File: config.mk
export PLATFORM = sky130hd
export DESIGN_NAME = banco_registros
export DESIGN_NICKNAME = d
export VERILOG_FILES = /design/src/rtl/banco_registros_pkg.sv /design/src/rtl/marcador_ocupado.sv /design/src/rtl/banco_registros.sv
export SDC_FILE = /design/constraint.sdc
export NUM_CORES = 2
export LEC_CHECK = 0
export BUFFER_PORTS_ARGS = -buffer_cell sky130_fd_sc_hd__buf_4
export CAP_MARGIN = 40
export CORE_MARGIN = 4
export CORE_UTILIZATION = 25
export DETAILED_ROUTE_END_ITERATION = 8
export PLACE_DENSITY = 0.41
export RECOVER_POWER = 100
export SLEW_MARGIN = 40
export SYNTH_ARGS = -nofsm -noshare
export SYNTH_HDL_FRONTEND = slang
export SYNTH_SLANG_ARGS = --single-unit
File: constraint.sdc
create_clock -name clk -period 4.7 [get_ports clk]
set_input_delay 0.705 -clock clk [delete_from_list [all_inputs] [get_ports clk]]
set_output_delay 0.705 -clock clk [all_outputs]
set_load 0.02 [all_outputs]
File: src/rtl/banco_registros_pkg.sv
// banco_registros_pkg: shared widths and the hardwired-zero register address.
package banco_registros_pkg;
  localparam int W_DEF = 32;
  localparam int NREG_DEF = 32;
  localparam int AW_DEF = $clog2(NREG_DEF);
  localparam int REG0 = 0;
endpackage

File: src/rtl/marcador_ocupado.sv
// marcador_ocupado: busy vector for in-flight loads; a set beats a same-cycle clear.
module marcador_ocupado
  import banco_registros_pkg::*;
#(
  parameter int NREG = NREG_DEF,
  localparam int AW = $clog2(NREG)
) (
  input  logic            clk,
  input  logic            reset,
  input  logic            set1,
  input  logic            set2,
  input  logic [AW-1:0]   set_addr1,
  input  logic [AW-1:0]   set_addr2,
  input  logic            clear1,
  input  logic            clear2,
  input  logic [AW-1:0]   clear_addr1,
  input  logic [AW-1:0]   clear_addr2,
  output logic [NREG-1:0] busy
);
  logic [NREG-1:0] busy_q, busy_d;
  always_comb begin
    busy_d = busy_q;
    if (clear1) busy_d[clear_addr1] = 1'b0;
    if (clear2) busy_d[clear_addr2] = 1'b0;
    if (set1) busy_d[set_addr1] = 1'b1;
    if (set2) busy_d[set_addr2] = 1'b1;
    busy_d[REG0] = 1'b0;
  end
  always_ff @(posedge clk) begin
    if (reset) busy_q <= '0;
    else busy_q <= busy_d;
  end
  assign busy = busy_q;
endmodule

File: src/rtl/banco_registros.sv
// banco_registros: dual-issue register file with write bypass and load scoreboard.
module banco_registros
  import banco_registros_pkg::*;
#(
  parameter int W = W_DEF,
  parameter int NREG = NREG_DEF,
  localparam int AW = $clog2(NREG)
) (
  input  logic          clk,
  input  logic          reset,
  input  logic          WE1,
  input  logic          WE2,
  input  logic [AW-1:0] WA1,
  input  logic [AW-1:0] WA2,
  input  logic [W-1:0]  WD1,
  input  logic [W-1:0]  WD2,
  input  logic [AW-1:0] RA1A,
  input  logic [AW-1:0] RA1B,
  input  logic [AW-1:0] RA2A,
  input  logic [AW-1:0] RA2B,
  output logic [W-1:0]  RD1A,
  output logic [W-1:0]  RD1B,
  output logic [W-1:0]  RD2A,
  output logic [W-1:0]  RD2B,
  input  logic          SB_SET1,
  input  logic          SB_SET2,
  input  logic [AW-1:0] SB_ADDR1,
  input  logic [AW-1:0] SB_ADDR2,
  output logic          HAZ1,
  output logic          HAZ2
);
  logic [W-1:0] rf_q [NREG];
  logic [NREG-1:0] busy;
  logic we1_nz, we2_nz;
  assign we1_nz = WE1 && WA1 != AW'(REG0);
  assign we2_nz = WE2 && WA2 != AW'(REG0);
  // lane 2 is the younger instruction, so its write lands last
  always_ff @(posedge clk) begin
    if (reset) begin
      for (int i = 0; i < NREG; i++) rf_q[i] <= '0;
    end else begin
      if (we1_nz) rf_q[WA1] <= WD1;
      if (we2_nz) rf_q[WA2] <= WD2;
    end
  end
  marcador_ocupado #(.NREG(NREG)) u_sb (
    .clk(clk),
    .reset(reset),
    .set1(SB_SET1),
    .set2(SB_SET2),
    .set_addr1(SB_ADDR1),
    .set_addr2(SB_ADDR2),
    .clear1(WE1),
    .clear2(WE2),
    .clear_addr1(WA1),
    .clear_addr2(WA2),
    .busy(busy)
  );
  function automatic logic [W-1:0] rd(input logic [AW-1:0] a);
    return (a == AW'(REG0)) ? '0 :
           (we2_nz && WA2 == a) ? WD2 :
           (we1_nz && WA1 == a) ? WD1 : rf_q[a];
  endfunction
  function automatic logic haz(input logic [AW-1:0] a);
    return a != AW'(REG0) && busy[a] && !(WE1 && WA1 == a) && !(WE2 && WA2 == a);
  endfunction
  always_comb begin
    RD1A = rd(RA1A);
    RD1B = rd(RA1B);
    RD2A = rd(RA2A);
    RD2B = rd(RA2B);
    HAZ1 = haz(RA1A) || haz(RA1B);
    HAZ2 = haz(RA2A) || haz(RA2B);
  end
endmodule
==> impl_summary.log <==
[metrics] length in cells of the worst reg-to-reg path: 4
[metrics] Resize count post-CTS: 0
[metrics] kind of launch point of the worst setup path: input port
[metrics] global routing usage summed across all routing layers: roughly 28%
[metrics] worst clock skew: 0 ps
[metrics] worst flop-to-flop path startpoint: u_sb.busy[13]
[metrics] unrepaired setup endpoints after global routing: no
[metrics] classification of the worst setup path: in -> reg
[metrics] cell depth of the worst hold path: 2
[metrics] die span in y: ~570 um
[metrics] drt first pass iters: 6
[metrics] Clk Tree Root Cell: sky130_fd_sc_hd__clkbuf_16
[metrics] share of the synthesized area in the top cell type: 38.6%
[metrics] Vias: 71600
[metrics] Synth Cell Area: roughly 80000 um2
[metrics] highest net fanout along the worst path: 53
[metrics] count of mapped cells out of synthesis: ~6500
[metrics] status: finished with violations
[metrics] largest net degree at the start of global routing: 77
[metrics] startpoint of the worst hold path: WD1[15]
[metrics] Final TNS setup: -867 ps
[metrics] syn_area_per_cell: around 12 um2
[metrics] power density over cell area: 321 nW/um2
[metrics] total global routing overflow: 0
[metrics] measured slew at the worst slew-check pin: 3480 ps
[metrics] number of flops mapped to enable cells by yosys: slightly above 1000
[metrics] insertion delay to the later sink of the worst-skew pair: 820 ps
[metrics] DRC violations left: 0
[metrics] effective utilization at floorplan: around a quarter
[metrics] max capacitance violation total: 52
[metrics] leading cell type in the layout, fill and taps excluded: sky130_fd_sc_hd__edfxtp_1
[metrics] Bufs on Longest Clock Path: 4
[metrics] flops & latches, synth: 1055
[metrics] Static Leakage: approximately 0.032 uW
[metrics] # IOs: 240
[metrics] via count of the first global-routing pass: 68700
[metrics] Worst slew margin: -132%
[metrics] commonest cells after routing, fill and taps aside: sky130_fd_sc_hd__edfxtp_1, sky130_fd_sc_hd__a22o_1, sky130_fd_sc_hd__mux2i_1
[metrics] distinct cell type count after synthesis: 58
[metrics] top cells by area in the synthesized netlist: sky130_fd_sc_hd__edfxtp_1, sky130_fd_sc_hd__mux4_2, sky130_fd_sc_hd__a22o_1, sky130_fd_sc_hd__mux2i_1, sky130_fd_sc_hd__a22oi_1
[metrics] Pwr Total: about 30000 uW
[metrics] data arrival time of the worst path: between 5000 and 6000 ps
[metrics] Hold-fix buffers, CTS: 0
[metrics] row cnt: roughly 210
[metrics] Detail Route Antenna Nets: 0
[metrics] global-route wire length before repair: 627000 um
[metrics] Primary FF master, synth: sky130_fd_sc_hd__edfxtp_1
[metrics] worst vdd ir: about 270 uV
[metrics] FF-to-FF setup slack: approximately 3600 ps
[metrics] htree depth: 4
[metrics] failing checks: capacitance limit, slew limit, setup timing
[metrics] sink of the worst hold path: rf_q[13][15]
[metrics] half-perimeter wire length after detailed placement: between 300000 and 400000 um
[metrics] clock slew at reported path FFs: around 60 ps
[metrics] register area share after synthesis: roughly 40%
[metrics] final critical-path share of the clock period: 101%
[metrics] number of design-rule violations left by the first detailed-router iteration: ~11000
[metrics] final estimated routing congestion in global placement: between 0.9 and 1
[metrics] Die W: approximately 570 um
[metrics] nature of the critical path endpoint: flip-flop
[metrics] final worst path period need: roughly 4700 ps
[metrics] endpoint of the worst register-to-register path: u_sb.busy[13]
[metrics] total setup buffers inserted after CTS: 0
[metrics] area added between synthesis and finish: 15.6%
[metrics] cell taking the most area after synthesis: sky130_fd_sc_hd__edfxtp_1
[metrics] quantity of I/O buffers inserted on ports: roughly 240
[metrics] Vias per Instance: ~6.7
[metrics] CTS tree: yes
[metrics] number of warnings reported in the yosys synthesis log: 0
[metrics] Wirelength per Cell: roughly 44 um
[metrics] Setup Viol. Count Final: 34
[metrics] maximum achievable frequency: 211 MHz
[metrics] number of CTS-inserted buffers: 140
[metrics] final worst-path setup slack: -49.6 ps
[metrics] number of endpoints with negative hold slack in the final report: 0
[metrics] tightest hold margin: around 380 ps
[metrics] full die area: 328000 um2
[metrics] fraction of layout cells with a size suffix above 1: approximately a quarter
[metrics] required time at the endpoint of the critical path: about 5300 ps
[metrics] final core utilization: between 20 and 30%
[metrics] class of the tightest hold or removal check: in -> reg
[metrics] total detailed-routing wirelength: 476000 um
[metrics] count of pins over their slew limit: around 1400
[metrics] # clock sinks: between 1000 and 1500
[metrics] placeable core region: 318000 um2
[metrics] async set-or-reset flop fraction in the synthesized netlist: 0%
[metrics] antenna violations before repair: 29
[metrics] final-stage net count: between 6000 and 7000
## routing by layer
metal | vias to the layer above | global-route usage [%] | wire length [um]
met5 | - | 0 | 0
met4 | 0 | 16.2 | 33200
met3 | 1203 | 7.44 | 52200
met2 | 5673 | 40.5 | 203000
met1 | 37600 | 36.2 | 187000
li1 | 27100 | - | -
## cell usage after synthesis (9+ instances only)
master and n:
sky130_fd_sc_hd__a211oi_1 95, sky130_fd_sc_hd__nand2_1 293, sky130_fd_sc_hd__buf_4 25, sky130_fd_sc_hd__o22ai_1 66
sky130_fd_sc_hd__a22o_1 994, sky130_fd_sc_hd__o21ai_0 94, sky130_fd_sc_hd__a22oi_1 473, sky130_fd_sc_hd__o221ai_1 62
sky130_fd_sc_hd__nand3b_1 9, sky130_fd_sc_hd__mux2i_1 777, sky130_fd_sc_hd__or3_1 10, sky130_fd_sc_hd__nand2b_1 22
sky130_fd_sc_hd__a211o_1 84, sky130_fd_sc_hd__nor2b_1 16, sky130_fd_sc_hd__nand3_1 17, sky130_fd_sc_hd__edfxtp_1 1024
sky130_fd_sc_hd__nor3_1 47, sky130_fd_sc_hd__a221o_1 32, sky130_fd_sc_hd__nor2_1 110, sky130_fd_sc_hd__mux4_2 607
sky130_fd_sc_hd__xnor2_1 32, sky130_fd_sc_hd__o211ai_1 31, sky130_fd_sc_hd__nand4_1 99, sky130_fd_sc_hd__nor3b_1 15
sky130_fd_sc_hd__a31oi_1 66, sky130_fd_sc_hd__mux2_2 160, sky130_fd_sc_hd__a221oi_1 60, sky130_fd_sc_hd__buf_1 99
sky130_fd_sc_hd__buf_2 203, sky130_fd_sc_hd__a21oi_1 133, sky130_fd_sc_hd__dfxtp_1 31, sky130_fd_sc_hd__clkbuf_1 641
## power breakdown
group / leakage (uW) / internal, uW / switching (uW)
clock: 0.00225 / 6780 / 4670
sequential: 0.0100 / 10900 / 601
combinational: 0.0197 / 2390 / 4200
## registers in the layout, summed over array words and instances (netlist names)
signal and count:
u_sb.busy 31, rf_q 1024
## cell type report
| type | count | area, um2 |
|---|---|---|
| fill | 32000 | 226000 |
| multi-input combinational | 4507 | 44900 |
| sequential | 1055 | 31400 |
| timing repair buffer | 711 | 5990 |
| tap | 4180 | 5230 |
| clock buffer | 169 | 3690 |
| clock inverter | 71 | 916 |
| antenna | 21 | 52.6 |
| inverter | 6 | 22.5 |
## critical path, stage by stage
cell and delay (ps):
sky130_fd_sc_hd__buf_4 310, sky130_fd_sc_hd__nor2b_1 390, sky130_fd_sc_hd__nand3_1 180, sky130_fd_sc_hd__nor2_1 1670
sky130_fd_sc_hd__clkbuf_2 1120, sky130_fd_sc_hd__nor3_1 190, sky130_fd_sc_hd__buf_4 410, sky130_fd_sc_hd__a22o_1 270
## cells by family after synthesis
group / count (synthesis) / share of synthesized area [%]
XOR/XNOR: 40 / 0.439
buffers and inverters: 977 / 5.06
multiplexers: 1544 / 29.1
AND/OR/NAND/NOR: 688 / 4.17
other: 1 / 0.00470
AO/OA/AOI/OAI: 2203 / 21.8
flip-flops: 1055 / 39.3
## metrics by stage
stage / setup WS (ps) / instance area (um2) / std cells
6_report: -49.6 / 92200 / 10700
5_1_grt: 84.9 / 92200 / 10700
4_1_cts: 123 / 93400 / 10700
3_5_place_dp: 123 / 88800 / 10500
3_3_place_gp: 136 / 88600 / 10400
2_1_floorplan: 1310 / 79900 / 6539
## how the worst max path moves through the flow
stage | startpoint | endpoint | depth (start not counted)
after floorplan | RA2A[0] | RD2A[29] | 8
after global placement | RA2A[0] | RD2A[11] | 8
after detailed placement | RA2A[0] | RD2A[11] | 8
after CTS | RA2A[0] | RD2A[11] | 8
after global routing | RA2B[0] | RD2B[23] | 10
final | reset | rf_q[27][4] | 8
(Power assumes the default switching activity.)
